`src/rtl/rv32i_types.sv`:
```
`default_nettype none
// ============================================================================
// Module      : rv32i_types (package)
// Description : Shared RV32I pipeline types for the decode stage: opcode and
//               immediate-format enums, decode FSM states, IF/ID and ID/EX
//               stage payloads, and the immediate generator.
// Revision    : 1.0 - initial release
// ============================================================================
package rv32i_types;

  // Base opcodes recognised by the decoder
  typedef enum logic [6:0] {
    OP_LUI   = 7'b0110111,
    OP_AUIPC = 7'b0010111,
    OP_JAL   = 7'b1101111,
    OP_JALR  = 7'b1100111,
    OP_BR    = 7'b1100011,
    OP_LOAD  = 7'b0000011,
    OP_STORE = 7'b0100011,
    OP_IMM   = 7'b0010011,
    OP_REG   = 7'b0110011
  } rv32i_opcode_t;

  // Immediate encodings; FMT_R means the instruction carries no immediate
  typedef enum logic [2:0] {
    FMT_R = 3'd0,
    FMT_I = 3'd1,
    FMT_S = 3'd2,
    FMT_B = 3'd3,
    FMT_U = 3'd4,
    FMT_J = 3'd5
  } imm_fmt_t;

  // Decode-stage view of the single imem request slot
  typedef enum logic [1:0] {
    ST_IDLE = 2'd0,  // nothing outstanding
    ST_WAIT = 2'd1,  // wanted request outstanding
    ST_KILL = 2'd2,  // wrong-path request outstanding
    ST_HELD = 2'd3   // response captured while the pipe is stalled
  } id_state_t;

  typedef struct packed {
    logic [31:0] pc;
    logic [31:0] pc_next;
    logic [63:0] order;
    logic        valid;
  } if_id_stage_reg_t;

  typedef struct packed {
    logic [31:0] pc;
    logic [31:0] pc_next;
    logic [63:0] order;
    logic        valid;
    logic        illegal;
    logic [31:0] inst;
    logic [6:0]  opcode;
    logic [2:0]  funct3;
    logic [6:0]  funct7;
    logic [4:0]  rd_s;
    logic [4:0]  rs1_s;
    logic [4:0]  rs2_s;
    logic [31:0] imm;
  } id_ex_stage_reg_t;

  // Fields produced by the combinational decoder
  typedef struct packed {
    logic        illegal;
    logic [6:0]  opcode;
    logic [2:0]  funct3;
    logic [6:0]  funct7;
    logic [4:0]  rd_s;
    logic [4:0]  rs1_s;
    logic [4:0]  rs2_s;
    logic [31:0] imm;
  } decoded_t;

  // Sign-extended immediate for the given encoding format
  function automatic logic [31:0] imm_gen(input logic [31:0] inst, input imm_fmt_t fmt);
    logic [31:0] imm;
    imm = 32'h0;
    case (fmt)
      FMT_I:   imm = {{20{inst[31]}}, inst[31:20]};
      FMT_S:   imm = {{20{inst[31]}}, inst[31:25], inst[11:7]};
      FMT_B:   imm = {{19{inst[31]}}, inst[31], inst[7], inst[30:25], inst[11:8], 1'b0};
      FMT_U:   imm = {inst[31:12], 12'h000};
      FMT_J:   imm = {{11{inst[31]}}, inst[31], inst[19:12], inst[20], inst[30:21], 1'b0};
      default: imm = 32'h0;
    endcase
    return imm;
  endfunction

  // ID/EX entry carrying no instruction
  function automatic id_ex_stage_reg_t bubble_entry(input logic [31:0] inst);
    id_ex_stage_reg_t e;
    e      = '0;
    e.inst = inst;
    return e;
  endfunction

endpackage
`default_nettype wire

```
`src/rtl/rv32i_decoder.sv`:
```
`default_nettype none
// ============================================================================
// Module      : rv32i_decoder
// Description : Purely combinational RV32I field decoder. Splits the word
//               into its fields, builds the immediate and zeroes register
//               indices the instruction format does not use.
// Revision    : 1.0 - initial release
// ============================================================================
module rv32i_decoder
  import rv32i_types::*;
(
  input  logic [31:0] inst,
  output decoded_t    dec
);

  imm_fmt_t fmt;
  logic     known;

  // Classify the opcode into an immediate format and flag unknown opcodes
  always_comb begin
    fmt   = FMT_R;
    known = 1'b1;
    case (inst[6:0])
      OP_LUI, OP_AUIPC:         fmt = FMT_U;
      OP_JAL:                   fmt = FMT_J;
      OP_JALR, OP_LOAD, OP_IMM: fmt = FMT_I;
      OP_BR:                    fmt = FMT_B;
      OP_STORE:                 fmt = FMT_S;
      OP_REG:                   fmt = FMT_R;
      default:                  known = 1'b0;
    endcase
  end

  // Extract fields, then mask the register indices the format does not use
  always_comb begin
    dec.illegal = ~known;
    dec.opcode  = inst[6:0];
    dec.funct3  = inst[14:12];
    dec.funct7  = inst[31:25];
    dec.rd_s    = inst[11:7];
    dec.rs1_s   = inst[19:15];
    dec.rs2_s   = inst[24:20];
    dec.imm     = imm_gen(inst, fmt);
    case (fmt)
      FMT_S, FMT_B: dec.rd_s = 5'd0;
      FMT_U, FMT_J: begin
        dec.rs1_s = 5'd0;
        dec.rs2_s = 5'd0;
      end
      FMT_I:        dec.rs2_s = 5'd0;
      default:      ;
    endcase
    if (!known) begin
      dec.imm  = 32'h0;
      dec.rd_s = 5'd0;
    end
  end

endmodule
`default_nettype wire

```
`src/rtl/decode_stage.sv`:
```
`default_nettype none
// ============================================================================
// Module      : decode_stage
// Description : ID stage behind fetch. Tracks the one outstanding imem read,
//               pairs its response with the pc/order captured at issue,
//               buffers a response that lands during a stall, discards
//               wrong-path responses after a flush, throttles fetch via go,
//               and registers the decoded RV32I payload into ID/EX.
// Revision    : 1.0 - initial release
// ============================================================================
module decode_stage
  import rv32i_types::*;
#(
  parameter logic [31:0] BUBBLE_INST = 32'h00000013,
  parameter int unsigned REG_IDX_W   = 5
) (
  input  logic                   clk,
  input  logic                   rst,
  input  logic                   stall,
  input  logic                   flush,
  input  if_id_stage_reg_t       if_id_stage_reg,
  input  logic                   imem_trigger,
  input  logic                   imem_resp,
  input  logic [31:0]            imem_rdata,
  output logic                   go,
  output logic [REG_IDX_W-1:0]   rs1_s,
  output logic [REG_IDX_W-1:0]   rs2_s,
  output id_ex_stage_reg_t       id_ex_stage_reg
);

  localparam id_ex_stage_reg_t c_id_ex_bubble = bubble_entry(BUBBLE_INST);

  id_state_t        state_q, state_d;
  if_id_stage_reg_t meta_q, meta_d;
  logic [31:0]      inst_buf_q, inst_buf_d;
  id_ex_stage_reg_t id_ex_q, id_ex_d;

  id_state_t        issue_state;
  id_state_t        after_state;
  logic             emit;
  logic [31:0]      emit_inst;
  decoded_t         dec;

  // State a newly issued request starts in: wanted unless it is already dead
  always_comb begin
    issue_state = (!flush && if_id_stage_reg.valid) ? ST_WAIT : ST_KILL;
    after_state = imem_trigger ? issue_state : ST_IDLE;
  end

  // Request-tracking FSM: next state, fetch permission and emit selection
  always_comb begin
    state_d    = state_q;
    inst_buf_d = inst_buf_q;
    go         = 1'b0;
    emit       = 1'b0;
    emit_inst  = imem_rdata;
    case (state_q)
      ST_IDLE: begin
        go = 1'b1;
        if (imem_trigger) state_d = issue_state;
      end
      ST_WAIT: begin
        if (imem_resp) begin
          if (flush) begin
            go      = 1'b1;
            state_d = after_state;
          end else if (!stall) begin
            go      = 1'b1;
            emit    = 1'b1;
            state_d = after_state;
          end else begin
            inst_buf_d = imem_rdata;
            state_d    = ST_HELD;
          end
        end else if (flush) begin
          state_d = ST_KILL;
        end
      end
      ST_KILL: begin
        if (imem_resp) begin
          go      = 1'b1;
          state_d = after_state;
        end
      end
      ST_HELD: begin
        emit_inst = inst_buf_q;
        if (flush) begin
          state_d = ST_IDLE;
        end else if (!stall) begin
          go      = 1'b1;
          emit    = 1'b1;
          state_d = after_state;
        end
      end
      default: state_d = ST_IDLE;
    endcase
  end

  // Capture issue metadata whenever fetch fires a request
  always_comb begin
    meta_d = imem_trigger ? if_id_stage_reg : meta_q;
  end

  rv32i_decoder u_decoder (
    .inst (emit_inst),
    .dec  (dec)
  );

  // Regfile read indices follow the instruction leaving this cycle only
  always_comb begin
    rs1_s = emit ? dec.rs1_s : '0;
    rs2_s = emit ? dec.rs2_s : '0;
  end

  // ID/EX update: flush beats stall, stall holds, otherwise emit or bubble
  always_comb begin
    id_ex_d = c_id_ex_bubble;
    if (flush) begin
      id_ex_d = c_id_ex_bubble;
    end else if (stall) begin
      id_ex_d = id_ex_q;
    end else if (emit) begin
      id_ex_d.pc      = meta_q.pc;
      id_ex_d.pc_next = meta_q.pc_next;
      id_ex_d.order   = meta_q.order;
      id_ex_d.valid   = 1'b1;
      id_ex_d.illegal = dec.illegal;
      id_ex_d.inst    = emit_inst;
      id_ex_d.opcode  = dec.opcode;
      id_ex_d.funct3  = dec.funct3;
      id_ex_d.funct7  = dec.funct7;
      id_ex_d.rd_s    = dec.rd_s;
      id_ex_d.rs1_s   = dec.rs1_s;
      id_ex_d.rs2_s   = dec.rs2_s;
      id_ex_d.imm     = dec.imm;
    end
  end

  // State, metadata, response buffer and ID/EX registers
  always_ff @(posedge clk or posedge rst) begin
    if (rst) begin
      state_q    <= ST_IDLE;
      meta_q     <= '0;
      inst_buf_q <= 32'h0;
      id_ex_q    <= c_id_ex_bubble;
    end else begin
      state_q    <= state_d;
      meta_q     <= meta_d;
      inst_buf_q <= inst_buf_d;
      id_ex_q    <= id_ex_d;
    end
  end

  assign id_ex_stage_reg = id_ex_q;

  // Fetch may only issue when the single request slot is free
  assert property (@(posedge clk) disable iff (rst) imem_trigger |-> go);

endmodule
`default_nettype wire

```
`config.mk`:
```
export PLATFORM = sky130hd
export DESIGN_NAME = decode_stage
export DESIGN_NICKNAME = d
export VERILOG_FILES = /design/src/rtl/rv32i_types.sv /design/src/rtl/rv32i_decoder.sv /design/src/rtl/decode_stage.sv
export SDC_FILE = /design/constraint.sdc
export NUM_CORES = 1
export LEC_CHECK = 0
export ABC_AREA = 1
export BUFFER_PORTS_ARGS = -buffer_cell sky130_fd_sc_hd__buf_2
export CAP_MARGIN = 40
export CORE_MARGIN = 4
export CORE_UTILIZATION = 48
export DETAILED_ROUTE_END_ITERATION = 10
export PLACE_DENSITY = 0.73
export SLEW_MARGIN = 25
export SYNTH_ARGS = -nofsm -noshare
export SYNTH_HDL_FRONTEND = slang
export SYNTH_SLANG_ARGS = --single-unit
```
`constraint.sdc`:
```
create_clock -name clk -period 11.53 [get_ports clk]
set_input_delay 1.153 -clock clk [delete_from_list [all_inputs] [get_ports clk]]
set_output_delay 1.153 -clock clk [all_outputs]
set_load 0.1 [all_outputs]
```
==> flow_metrics.env, run 1 <==
export IMPL_cts_sinks=374
export IMPL_cts_resized=0
export IMPL_totalWireLength_mm=41.5
export IMPL_core_area_um2=30900
export IMPL_grt_pass1_vias=12500
export IMPL_htree_levels=2
export IMPL_max_freq_ghz=0.207
export IMPL_clockRootBuffer="clkbuf_16"
export IMPL_drive_gt1_share_pct=26.1
export IMPL_drt_iter0_drc=754
export IMPL_drtAntennaViolNets=0
export IMPL_tritoncts="built"
export IMPL_cellPowerDensity_nw_per_um2=189
export IMPL_worstSetupPathType="reg2out"
export IMPL_final_hold_viol_count=0
export IMPL_post_cts_repair_setup_buffers=0
export IMPL_post_dp_hpwl_mm=28.9
export IMPL_io_pins=404
export IMPL_cp_cell_sequence="inv_2 > nand2_1 > inv_2 > nand2_1 > nand2_1 > nand2_4 > inv_2 > buf_4 > nand2_1 > nor2_1 > buf_2"
export IMPL_firstDrtPassIters=5
export IMPL_holdBufCountCts=0
export IMPL_critPathArrivalTime_ns=3.68
export IMPL_cp_required_ns=10.38
export IMPL_max_clock_path_buffers=3
export IMPL_period_share_pct=41.9
export IMPL_wl_per_cell_um=16.8
export IMPL_syn_to_final_growth_pct=24.0
export IMPL_startpoint_type="flip-flop"
export IMPL_initial_core_util_pct=49.3
export IMPL_p_leak_uw=0.0105
export IMPL_antenna_found_initial=6
export IMPL_gp_congestion=0.812
export IMPL_clkLatencyLatePin_ns=0.53
export IMPL_syn_inst=1679
export IMPL_slew_violations=0
export IMPL_rows=64
export IMPL_syn_nets=1846
export IMPL_slew_headroom_pct=41.7
export IMPL_critPathTopFamily="buffers and inverters"
export IMPL_critPathSlowestCell="dfrtp_1"
export IMPL_die_y_um=186
export IMPL_setup_violations_final=0
export IMPL_layout_nets=2201
export IMPL_finClkSkew_ns=0.0245
export IMPL_period_needed_ns=4.83
export IMPL_place_ws_ns=6.98
export IMPL_hold_path_class="reg2reg"
export IMPL_slowest_delay_ns=0.70
export IMPL_grt_max_degree=195
export IMPL_ys_warn_count=0
export IMPL_rsz0062_at_grt="false"
export IMPL_synthDistinctLibCells=35
export IMPL_p_total_uw=3570
export IMPL_port_buffers=403
export IMPL_path_buf_inv=5
export IMPL_synth_area_per_cell_um2=9.07
export IMPL_tns_ns=0
export IMPL_viasPerCell=5.06
export IMPL_outcome="finished, final reports clean"
export IMPL_ys_flop_type="dfrtp_1"
export IMPL_synth_async_reset_ratio_pct=100
export IMPL_vias=12500
export IMPL_vdd_ir_drop_max_mv=0.119
export IMPL_die_area_um2=34600
export IMPL_drc=0
export IMPL_synth_area_um2=15200
export IMPL_die_w_um=186
export IMPL_clkTransAtPathRegs_ns=0.06
export IMPL_cts_buffers=39
export IMPL_grtUsageTotal_pct=23.7
export IMPL_yosys_area_top_type_share_pct=60.9
export IMPL_ys_ff_latch=374
export IMPL_cpMostUsedCell="nand2_1"
export IMPL_yosysTopAreaCell="dfrtp_1"
export IMPL_worst_slack_ns=6.70
export IMPL_maxCapViolCount=0
export IMPL_cp_end_kind="output port"
export IMPL_yosys_top_cells_area="dfrtp_1 (61%), nand2_1 (13%), o21ai_0 (11%), inv_1 (4.2%), clkbuf_1 (1.7%)"
export IMPL_worstMarginPinSlew_ns=0.875
export IMPL_largest_reg_flops=212
export IMPL_ys_seq_area_share_pct=61.5
export IMPL_crit_fanout=48
export IMPL_synth_edff_count=0
export IMPL_grt_overflow=0
export IMPL_grt_pass1_wl_mm=65.4
[placed cells by master, fill, tap and decap left out, types with 13 or more instances in the layout]
cell and instances:
nor2_1 43, nand3_2 13, dfrtp_1 371, clkbuf_16 40
nand3_1 46, inv_1 167, nand2_1 526, o21ai_0 323
buf_2 402, clkbuf_8 13
[per-layer routing]
| layer | wire length (µm) | vias up | share of wire (%) | GRT usage [%] |
|---|---|---|---|---|
| met5 | 66 | - | 0.16 | 0 |
| met4 | 1630 | 10 | 3.9 | 9.36 |
| met3 | 3470 | 105 | 8.4 | 6.46 |
| met2 | 19500 | 457 | 47 | 38.3 |
| met1 | 16800 | 5917 | 41 | 30.7 |
| li1 | - | 6004 | - | - |
[final timing paths]
check / from / to / slack [ns] / cells past startpoint
min reg2reg: id_ex_stage_reg[31]$_DFFE_PP0N_ / id_ex_stage_reg[31]$_DFFE_PP0N_ / 0.47 / 2
min: id_ex_stage_reg[31]$_DFFE_PP0N_ / id_ex_stage_reg[31]$_DFFE_PP0N_ / 0.47 / 2
min in group asynchronous: rst / id_ex_stage_reg[161]$_DFFE_PP0N_ / 0.62 / 2
max: state_q[1]$_DFFE_PP0P_ / rs1_s[4] / 6.70 / 11
max reg2reg: state_q[1]$_DFFE_PP0P_ / id_ex_stage_reg[107]$_DFFE_PP0N_ / 8.48 / 9
max in group asynchronous: rst / id_ex_stage_reg[65]$_DFFE_PP1N_ / 9.09 / 7
[through the flow]
stage               instances  util [%]  hold WS (ns)  area, µm²
global route             2460      61.0         0.491      18900
finish                   2468      61.1         0.469      18900
floorplan                1679         -         0.481      15200
global placement         2379      56.0         0.459      17300
CTS                      2455      60.7         0.476      18800
detailed placement       2385      56.5         0.461      17500
[worst register-to-register path, delay by kind of cell, from the launching register on]
kind / cells / cell delay (ns)
and+or+nand+nor: 4 / 0.79
buffers and inverters: 4 / 1.04
AOI/OAI and AO/OA: 1 / 0.17
DFF: 1 / 0.91
[kinds of logic (layout without fill, tap and decap cells)]
family,count (synthesis),count (layout),share of synthesized area [%]
compound gates,363,363,12.3
mux,3,3,0.222
flops,374,374,61.5
buf+inv,284,668,7.89
simple gates,655,655,18.1
other cells,0,9,0
[where the power goes]
| group | internal [µW] | total [µW] | switching [µW] |
|---|---|---|---|
| sequential | 1450 | 1520 | 68.8 |
| clock | 744 | 1260 | 514 |
| combinational | 160 | 801 | 641 |
| total | 2350 | 3570 | 1220 |
[final cells by class]
type                            count  area (µm²)
Sequential cell                   374        9360
Fill cell                        2664       12000
Tap cell                          396         495
Timing Repair Buffer              421        2340
Inverter                          177         677
Antenna cell                        9        22.5
Clock inverter                     11        97.6
Multi-Input combinational cell   1021        4680
Clock buffer                       59        1200
[cells in the mapped netlist (2+ instances only)]
library cell and instances:
nand2_1 527, dfrtp_1 371, o21ai_0 323, inv_1 169
clkbuf_1 70, nand3_1 46, nor2_1 43, buf_4 17
nand3_2 13, buf_2 12, a21oi_1 11, a22o_1 11
o21ai_1 11, nand2_2 9, buf_6 7, inv_2 6
nand2_4 4, dfstp_2 3, mux2_2 3, nor2_2 3
nor2_8 3, nand2_8 2, nor3_1 2, o22a_1 2
No activity file was read; power rests on OpenSTA's default activity.
==> inputs of run 2 (changes only) <==
--- a/config.mk
+++ b/config.mk
@@ -5,13 +5,13 @@
 export SDC_FILE = /design/constraint.sdc
 export NUM_CORES = 1
 export LEC_CHECK = 0
-export ABC_AREA = 1
+export ABC_AREA = 0
 export BUFFER_PORTS_ARGS = -buffer_cell sky130_fd_sc_hd__buf_2
 export CAP_MARGIN = 40
 export CORE_MARGIN = 4
-export CORE_UTILIZATION = 48
+export CORE_UTILIZATION = 47
 export DETAILED_ROUTE_END_ITERATION = 10
-export PLACE_DENSITY = 0.73
+export PLACE_DENSITY = 0.72
 export SLEW_MARGIN = 25
 export SYNTH_ARGS = -nofsm -noshare
 export SYNTH_HDL_FRONTEND = slang
==> constraint.sdc (replaced) <==
create_clock -name clk -period 4.2 [get_ports clk]
set_input_delay 0.42 -clock clk [delete_from_list [all_inputs] [get_ports clk]]
set_output_delay 0.42 -clock clk [all_outputs]
set_load 0.1 [all_outputs]
==> flow_metrics.env, run 2 <==
export IMPL_critPathSlowestCell="dfrtp_1"
export IMPL_place_inst=1796
export IMPL_setup_violations_final=0
export IMPL_rsz0062_at_grt="false"
export IMPL_worstSetupPathType="reg2out"
export IMPL_grt_overflow=0
export IMPL_cellPowerDensity_nw_per_um2=501
export IMPL_slowest_delay_ns=0.64
export IMPL_clkLatencyLatePin_ns=0.52
export IMPL_ys_flop_type="dfrtp_1"
export IMPL_synth_edff_count=0
export IMPL_drtAntennaViolNets=0
export IMPL_synth_area_um2=14600
export IMPL_final_cells=1872
export IMPL_post_dp_hpwl_mm=26.0
export IMPL_io_pins=404
export IMPL_max_clock_path_buffers=3
export IMPL_startpoint_type="flip-flop"
export IMPL_rows=64
export IMPL_path_buf_inv=1
export IMPL_r2r_start="state_q[0]$_DFFE_PP0P_"
export IMPL_vias=10300
export IMPL_hp_start="if_id_stage_reg[51]"
export IMPL_wl_per_cell_um=20.5
export IMPL_crit_fanout=17
export IMPL_period_needed_ns=3.79
export IMPL_post_cts_repair_setup_buffers=0
export IMPL_cts_buffers=39
export IMPL_layout_nets=1610
export IMPL_grt_max_degree=138
export IMPL_slew_violations=0
export IMPL_cts_sinks=374
export IMPL_vdd_ir_drop_max_mv=0.311
export IMPL_yosys_area_top_type_share_pct=63.8
export IMPL_syn_nets=1234
export IMPL_antenna_found_initial=11
export IMPL_p_total_uw=9150
export IMPL_firstDrtPassIters=5
export IMPL_largest_reg_flops=212
export IMPL_final_hold_viol_count=0
export IMPL_cp_cell_sequence="nand2_2 > mux2i_1 > nor3_1 > o21ai_2 > nand2_1 > nor2_1 > buf_2"
export IMPL_die_y_um=184
export IMPL_hold_path_class="in2reg"
export IMPL_drc=0
export IMPL_gp_congestion=0.877
export IMPL_port_buffers=403
export IMPL_ys_seq_area_share_pct=64.3
export IMPL_totalWireLength_mm=38.4
export IMPL_slew_headroom_pct=46.8
export IMPL_synth_area_per_cell_um2=13.6
export IMPL_max_freq_ghz=0.264
export IMPL_maxCapViolCount=0
export IMPL_whs_path_depth=2
export IMPL_p_leak_uw=0.00947
export IMPL_core_area_um2=30600
export IMPL_ff2ff_path_depth=6
export IMPL_ys_warn_count=0
export IMPL_critPathArrivalTime_ns=3.37
export IMPL_die_area_um2=33800
export IMPL_tritoncts="built"
export IMPL_post_route_util_pct=59.7
export IMPL_die_w_um=184
export IMPL_viasPerCell=5.52
export IMPL_cts_resized=0
export IMPL_clockRootBuffer="clkbuf_16"
export IMPL_yosysTopAreaCell="dfrtp_1"
export IMPL_syn_inst=1067
export IMPL_initial_core_util_pct=47.6
export IMPL_mostFrequentLayoutCell="buf_2"
export IMPL_synthDistinctLibCells=50
export IMPL_worstMarginPinSlew_ns=0.798
export IMPL_rr_endpoint="id_ex_stage_reg[19]$_DFFE_PP0N_"
export IMPL_holdBufCountCts=1
export IMPL_outcome="finished, final reports clean"
export IMPL_grt_pass1_vias=10400
export IMPL_period_share_pct=90.3
export IMPL_reg2reg_setup_slack_ns=1.38
export IMPL_drt_iter0_drc=775
export IMPL_synth_most_common_cell="dfrtp_1"
export IMPL_mostFrequentLayoutCells="buf_2 (402), dfrtp_1 (371), mux2_2 (159)"
export IMPL_grt_pass1_wl_mm=60.0
export IMPL_clkTransAtPathRegs_ns=0.06
export IMPL_grtUsageTotal_pct=22.1
export IMPL_cp_end_kind="output port"
export IMPL_worstHoldEndpoint="meta_q[51]$_DFFE_PP0P_"
export IMPL_drive_gt1_share_pct=45.0
export IMPL_finClkSkew_ns=0.0174
export IMPL_place_ws_ns=0.995
export IMPL_yosys_top_cells_area="dfrtp_1 (64%), mux2_2 (12%), a22o_1 (8.5%), o21ai_0 (2.5%), mux2i_1 (2.1%)"
export IMPL_htree_levels=2
export IMPL_syn_to_final_growth_pct=25.5
export IMPL_synth_async_reset_ratio_pct=100
export IMPL_critPathTopFamily="simple AND/OR/NAND/NOR gates"
export IMPL_synth_common_cells="dfrtp_1 (371), mux2_2 (159), a22o_1 (142)"
export IMPL_ys_ff_latch=374
export IMPL_cp_required_ns=3.78
export IMPL_worst_slack_ns=0.406
==> run 2: cells by family (layout without fill, tap and decap cells) <==
| logic type | after synthesis | after routing | share of synthesized area (%) |
|---|---|---|---|
| flops | 374 | 374 | 64.3 |
| compound gates | 268 | 268 | 13.6 |
| mux | 192 | 192 | 14.6 |
| simple gates | 140 | 140 | 4.31 |
| buf+inv | 93 | 496 | 3.08 |
| other cells | 0 | 6 | 0 |
==> run 2: report_power, final <==
group | leakage, µW | switching (µW) | internal, µW | total, µW
sequential | 0.00489 | 189 | 3890 | 4080
clock | 0.000661 | 1380 | 2190 | 3570
combinational | 0.00391 | 1060 | 439 | 1500
==> run 2: worst register-to-register path, cell delays in order (launching register included) <==
cell	delay, ns
dfrtp_1	0.64
nand2_2	0.40
mux2_4	0.43
or4_4	0.59
inv_2	0.11
o311a_2	0.38
a22o_1	0.20
==> run 2: stage by stage <==
step | hold slack, ns | area [µm²] | setup TNS (ns)
after floorplan | 0.469 | 14600 | -459.91
after global placement | 0.457 | 16900 | 0
after detailed placement | 0.463 | 16900 | 0
after CTS | 0.100 | 18200 | 0
after global routing | 0.103 | 18300 | 0
final | 0.129 | 18300 | 0
==> run 2: layout make-up <==
type / instances / area (µm²)
Multi-Input combinational cell: 600 / 4760
Antenna cell: 6 / 15.0
Tap cell: 396 / 495
Timing Repair Buffer: 422 / 2260
Clock buffer: 59 / 1180
Sequential cell: 374 / 9360
Clock inverter: 9 / 160
Inverter: 6 / 26.3
Fill cell: 2464 / 12300
==> run 2: worst max path at each step <==
stage | from | end | slack [ns] | cells past startpoint
after global routing | state_q[1]$_DFFE_PP0P_ | rs1_s[3] | 0.16 | 7
after detailed placement | state_q[0]$_DFFE_PP0P_ | rs1_s[4] | 1.0 | 7
after global placement | state_q[1]$_DFFE_PP0P_ | rs1_s[3] | 1.07 | 7
after floorplan | rst | id_ex_stage_reg[0]$_DFFE_PP0N_ | -1.24 | 1
after CTS | state_q[0]$_DFFE_PP0P_ | rs1_s[4] | 0.39 | 7
final | state_q[0]$_DFFE_PP0P_ | rs1_s[3] | 0.41 | 7
==> run 2: routing by layer <==
metal  wire, µm  global-route usage, %  vias up
met4        855                   5.94       12
met2      18200                   34.9      412
met1      15500                   29.4     5234
met3       3730                   7.78       67
met5         69                      0        -
li1           -                      -     4614
